--- src/rtl/uart_app_pkg.sv ---
// Shared constants and FSM encoding for the JTAG UART application controller.
// Default characters match the banner / trigger / fill / terminator protocol.
package uart_app_pkg;

  localparam int unsigned CHAR_W = 8;

  localparam logic [CHAR_W-1:0] DEF_BANNER_CH = 8'd83;  // 'S'
  localparam logic [CHAR_W-1:0] DEF_TRIG_CH   = 8'd97;  // 'a'
  localparam logic [CHAR_W-1:0] DEF_FILL_CH   = 8'd66;  // 'B'
  localparam logic [CHAR_W-1:0] DEF_END_CH    = 8'd67;  // 'C'

  typedef enum logic [2:0] {
    S_BANNER = 3'd0,
    S_IDLE   = 3'd1,
    S_CAPT   = 3'd2,
    S_ECHO   = 3'd3,
    S_BURST  = 3'd4,
    S_END    = 3'd5,
    S_GAP    = 3'd6
  } state_e;

  // A zero-length burst still needs a 1-bit counter to compare against.
  function automatic int unsigned fill_width(int unsigned len);
    return (len == 0) ? 1 : $clog2(len + 1);
  endfunction

endpackage

--- src/rtl/uart_tx_gate.sv ---
// Issues a single-cycle active-low write strobe to the UART TX FIFO when a
// request is pending and the FIFO is not full; done marks the write cycle.
module uart_tx_gate #(
  parameter int unsigned DW = 8
) (
  input  logic          clk_i,
  input  logic          nreset_i,
  input  logic          req_i,
  input  logic [DW-1:0] ch_i,
  input  logic          txfl_i,
  output logic          nwr_o,
  output logic [DW-1:0] data_o,
  output logic          done_o
);

  logic armed_q;
  logic fire;

  // Writes are held off until the first clock after reset release so the
  // strobe is guaranteed inactive while reset is asserted.
  always_ff @(posedge clk_i or negedge nreset_i) begin
    if (!nreset_i) begin
      armed_q <= 1'b0;
    end else begin
      armed_q <= 1'b1;
    end
  end

  assign fire   = armed_q & req_i & ~txfl_i;
  assign nwr_o  = ~fire;
  assign data_o = fire ? ch_i : '0;
  assign done_o = fire;

endmodule

--- src/rtl/uart_burst_echo_ctrl.sv ---
// JTAG UART application controller: banner after reset, echo of received
// characters, and a fill burst plus terminator on a trigger character.
module uart_burst_echo_ctrl
  import uart_app_pkg::*;
#(
  parameter int unsigned   DW        = CHAR_W,
  parameter int unsigned   BURST_LEN = 4095,
  parameter logic [DW-1:0] BANNER_CH = DW'(DEF_BANNER_CH),
  parameter logic [DW-1:0] TRIG_CH   = DW'(DEF_TRIG_CH),
  parameter logic [DW-1:0] FILL_CH   = DW'(DEF_FILL_CH),
  parameter logic [DW-1:0] END_CH    = DW'(DEF_END_CH),
  parameter bit            ECHO_EN   = 1'b1,
  parameter int unsigned   CNT_W     = 16
) (
  input  logic             clk_i,
  input  logic             nreset_i,
  output logic             nwr_o,
  output logic [DW-1:0]    data_o,
  output logic             rd_o,
  input  logic [DW-1:0]    data_i,
  input  logic             txfl_i,
  input  logic             rxmt_i,
  output logic             busy_o,
  output logic [CNT_W-1:0] rx_cnt_o,
  output logic [7:0]       burst_cnt_o
);

  localparam int unsigned       FILL_W    = fill_width(BURST_LEN);
  localparam logic [FILL_W-1:0] FILL_LAST = FILL_W'(BURST_LEN);

  state_e             state_q, state_d;
  logic [DW-1:0]      rx_ch_q;
  logic [CNT_W-1:0]   rx_cnt_q;
  logic [7:0]         burst_cnt_q;
  logic [FILL_W-1:0]  fill_q;
  logic               busy_q;

  logic               tx_req;
  logic [DW-1:0]      tx_ch;
  logic               tx_done;

  uart_tx_gate #(
    .DW (DW)
  ) u_tx_gate (
    .clk_i    (clk_i),
    .nreset_i (nreset_i),
    .req_i    (tx_req),
    .ch_i     (tx_ch),
    .txfl_i   (txfl_i),
    .nwr_o    (nwr_o),
    .data_o   (data_o),
    .done_o   (tx_done)
  );

  always_ff @(posedge clk_i or negedge nreset_i) begin
    if (!nreset_i) begin
      state_q <= S_BANNER;
    end else begin
      state_q <= state_d;
    end
  end

  always_comb begin
    state_d = state_q;
    unique case (state_q)
      S_BANNER: if (tx_done) state_d = S_GAP;
      S_IDLE:   if (!rxmt_i) state_d = S_CAPT;
      S_CAPT: begin
        if (data_i == TRIG_CH) begin
          state_d = S_BURST;
        end else if (ECHO_EN) begin
          state_d = S_ECHO;
        end else begin
          state_d = S_IDLE;
        end
      end
      S_ECHO:   if (tx_done) state_d = S_GAP;
      S_BURST: begin
        if (fill_q == FILL_LAST) begin
          state_d = S_END;
        end else if (tx_done) begin
          state_d = S_GAP;
        end
      end
      S_END:    if (tx_done) state_d = S_GAP;
      // busy is cleared by the terminator write, so it tells fill gaps apart.
      S_GAP:    state_d = busy_q ? S_BURST : S_IDLE;
      default:  state_d = S_BANNER;
    endcase
  end

  always_comb begin
    tx_req = 1'b0;
    tx_ch  = rx_ch_q;
    rd_o   = 1'b0;
    unique case (state_q)
      S_BANNER: begin
        tx_req = 1'b1;
        tx_ch  = BANNER_CH;
      end
      S_IDLE:   rd_o = ~rxmt_i;
      S_ECHO:   tx_req = 1'b1;
      S_BURST: begin
        tx_req = (fill_q != FILL_LAST);
        tx_ch  = FILL_CH;
      end
      S_END: begin
        tx_req = 1'b1;
        tx_ch  = END_CH;
      end
      default: begin
        tx_req = 1'b0;
      end
    endcase
  end

  always_ff @(posedge clk_i or negedge nreset_i) begin
    if (!nreset_i) begin
      rx_ch_q     <= '0;
      rx_cnt_q    <= '0;
      burst_cnt_q <= '0;
      fill_q      <= '0;
      busy_q      <= 1'b0;
    end else begin
      if (state_q == S_CAPT) begin
        rx_ch_q  <= data_i;
        rx_cnt_q <= rx_cnt_q + CNT_W'(1);
        if (data_i == TRIG_CH) begin
          busy_q <= 1'b1;
          fill_q <= '0;
        end
      end
      if (state_q == S_BURST && tx_done) begin
        fill_q <= fill_q + FILL_W'(1);
      end
      if (state_q == S_END && tx_done) begin
        busy_q      <= 1'b0;
        burst_cnt_q <= burst_cnt_q + 8'd1;
      end
    end
  end

  assign busy_o      = busy_q;
  assign rx_cnt_o    = rx_cnt_q;
  assign burst_cnt_o = burst_cnt_q;

endmodule

--- config.mk ---
export PLATFORM = sky130hd
export DESIGN_NAME = uart_burst_echo_ctrl
export DESIGN_NICKNAME = d
export VERILOG_FILES = /design/src/rtl/uart_app_pkg.sv /design/src/rtl/uart_tx_gate.sv /design/src/rtl/uart_burst_echo_ctrl.sv
export SDC_FILE = /design/constraint.sdc
export NUM_CORES = 1
export LEC_CHECK = 0
export ABC_AREA = 1
export BUFFER_PORTS_ARGS = -buffer_cell sky130_fd_sc_hd__buf_2
export CAP_MARGIN = 15
export CORE_MARGIN = 3
export CORE_UTILIZATION = 40
export DETAILED_ROUTE_END_ITERATION = 7
export GPL_TIMING_DRIVEN = 0
export PLACE_DENSITY_LB_ADDON = 0.15
export SLEW_MARGIN = 15
export SYNTH_ARGS = -nofsm -noshare
export SYNTH_HDL_FRONTEND = slang
export SYNTH_HIERARCHICAL = 1
export SYNTH_SLANG_ARGS = --single-unit
--- constraint.sdc ---
create_clock -name clk_i -period 2.4 [get_ports clk_i]
set_input_delay 0.48 -clock clk_i [delete_from_list [all_inputs] [get_ports clk_i]]
set_output_delay 0.48 -clock clk_i [all_outputs]
set_load 0.1 [all_outputs]
==> results_dict.tcl <==
set metrics [dict create \
    relSlewSlack 0.594 \
    final_cell_area_um2 3550 \
    ios 47 \
    regArea_um2 1230 \
    syn2layout_area_growth_pct 25.6 \
    vias 2421 \
    synth-seq-area-share 0.434 \
    yosysWarnings 6 \
    numPortBuffers 46 \
    dpl_worst_slack_ns 0.120 \
    skew_ns 0.00916 \
    finalMaxSlewViolations 0 \
    cts_hold_buf 0 \
    worstMarginPinSlew_ns 0.609 \
    fill_cells 657 \
    setup_viol 0 \
    die_y_um 90.0 \
    dpl.hpwl_mm 4.38 \
    synthTopCellsByArea "dfrtp_1 (43%), nand2_1 (15%), inv_1 (5.8%)" \
    place_area_um2 3210 \
    yosys_register_bits 49 \
    antenna_found_initial 0 \
    r2r-start "state_q[1]" \
    drt-total-wl_mm 6.07 \
    syn-num-nets 384 \
    required_ns 1.92 \
    antenna_cells 0 \
    synth_top_area_share 0.434 \
    grt_max_degree 50 \
    multi_input_comb_area_um2 1450 \
    cts_tree "built" \
    outcome "complete, no violations" \
    htreeDepth 2 \
    synth_top_flop_cell "dfrtp_1" \
    synthArstFlopShare 1.00 \
    fmax_ghz 0.438 \
    p_leak_uw 0.00185 \
    layout_setup_ws_ns 0.115 \
    max_cap_viol_count 0 \
    rrSetupSlack_ns 0.25 \
    layout_min_cycle_time_ns 2.29 \
    ys_types 31 \
    dp_cells 511 \
    clock-sinks 49 \
    crit_type "register to output pin" \
    clk_pin_slew_ns 0.10 \
    grt.total_usage 0.156 \
    path_max_fanout 5 \
    core_um2 6830 \
    final_nets 443 \
    start_kind "register" \
    drt_iter0_markers 70 \
    netlist_top_cells_count "nand2_1 (111), dfrtp_1 (49), inv_1 (44)" \
    yosysMostFrequentCell "nand2_1" \
    routabilityCongestion 0.859 \
    vias_per_cell 4.61 \
    fin_crit_sh 0.952 \
    root_buffer "clkbuf_8" \
    grt_overflow 0 \
    tns_ns 0 \
    ant_nets 0 \
    worst_hold_path_type "input pin to async pin" \
    drc 0 \
    postSynthCellCount 369 \
    synth_top_cell_by_area "dfrtp_1" \
    avgSynthCellArea_um2 7.66 \
    fin_cells 525 \
    numCtsBuffers 5 \
    grt_pass1_wl_mm 10.6 \
    endpoint_kind "output pin" \
    post_drt_wl_per_cell_um 11.6 \
    power_density_nw_per_um2 1170 \
    start_util 0.414 \
    startpoint "state_q[1]" \
    ir_drop_uv 882 \
    clk_latency_ns 0.31 \
    grt_pass1_vias 2316 \
    synth_edf_count 0 \
    cts_max_path_buffers 2 \
    die_width_um 90.0 \
    hold_viol 0 \
    netlist_area_um2 2830 \
    dieArea_um2 8110 \
    core.rowCount 30 \
    crit_arrival_ns 1.81 \
    drtPass1Iterations 4 \
    whs_ns 0.177 \
    layout-drive-gt1-share 0.261 \
]
[stage by stage]
step / utilization / total power, uW
after floorplan: - / 2970
after global placement: 0.470 / 3310
after detailed placement: 0.470 / 3330
after CTS: 0.500 / 4050
after global routing: 0.519 / 4460
final: 0.519 / 4150
[worst max-delay path, stage by stage (launching register included)]
cell and delay [ns]:
dfrtp_2 0.46, nor2_4 0.14, nand2_2 0.11, inv_2 0.12, nand2_2 0.08, nand2_4 0.10, nand3_4 0.16, nor2_4 0.15
buf_12 0.18
[final timing paths]
path / endpoint / depth (start not counted)
setup / recovery: data_o[3] / 8
hold / removal: rx_cnt_o[6] / 1
setup reg to reg: fill_q[2] / 14
hold reg to reg: burst_cnt_o[7] / 1
min in group clk_i: rx_ch_q[4] / 3
max in group asynchronous: state_q[0] / 1
[cell type report]
cell class / count / area share
plain buffers: 5 / 0.0102
inverters: 54 / 0.0586
clock inverters: 3 / 0.0131
flip-flops and latches: 49 / 0.346
clock buffers: 5 / 0.0194
multi-input cells: 262 / 0.410
well taps: 96 / 0.0339
repair buffers: 51 / 0.109
[per-layer routing]
metal / wire length [um] / vias to the layer above / GRT usage / share of wire
li1: - / 1268 / - / -
met1: 2840 / 1108 / 0.208 / 0.47
met2: 2940 / 39 / 0.261 / 0.48
met3: 231 / 6 / 0.0285 / 0.038
met4: 66 / 0 / 0.0383 / 0.011
met5: 0 / - / 0 / 0
[placed cells by master (no fill, tap or decap), types with 7 or more instances in the layout]
master,instances
xor2_1,12
dfrtp_1,47
nor3_1,9
o21ai_1,7
nand3_1,22
buf_2,38
inv_2,10
inv_1,43
nor2_1,28
o21ai_0,14
nand2_1,106
nand4_1,7
nor2_2,9
[state kept, by name, indices dropped and copies added, names as in the netlist]
register           cells
busy_o                 1
fill_q                12
state_q                3
burst_cnt_o            8
rx_ch_q                8
u_tx_gate/armed_q      1
rx_cnt_o              16
[what timing repair did]
action                                  4_1_cts  5_1_grt
pin swaps                                     0        3
resized for setup                            23       23
endpoints found under the setup margin        9       15
cloned                                        1        0
setup buffers                                 0        5
[report_power, final]
group / leakage [uW] / internal [uW] / switching, uW
clock network: 0.0000543 / 312 / 296
registers: 0.000620 / 1060 / 208
logic: 0.00118 / 611 / 1660
[cell families after synthesis]
kind of cell,Yosys count,synth area share
simple gates,210,0.356
buf+inv,59,0.0864
flops,49,0.434
compound gates,29,0.0536
xor+xnor,18,0.0558
fa+ha+maj,3,0.0133
other cells,1,0.00133
No activity file was read; power rests on OpenSTA's default activity.
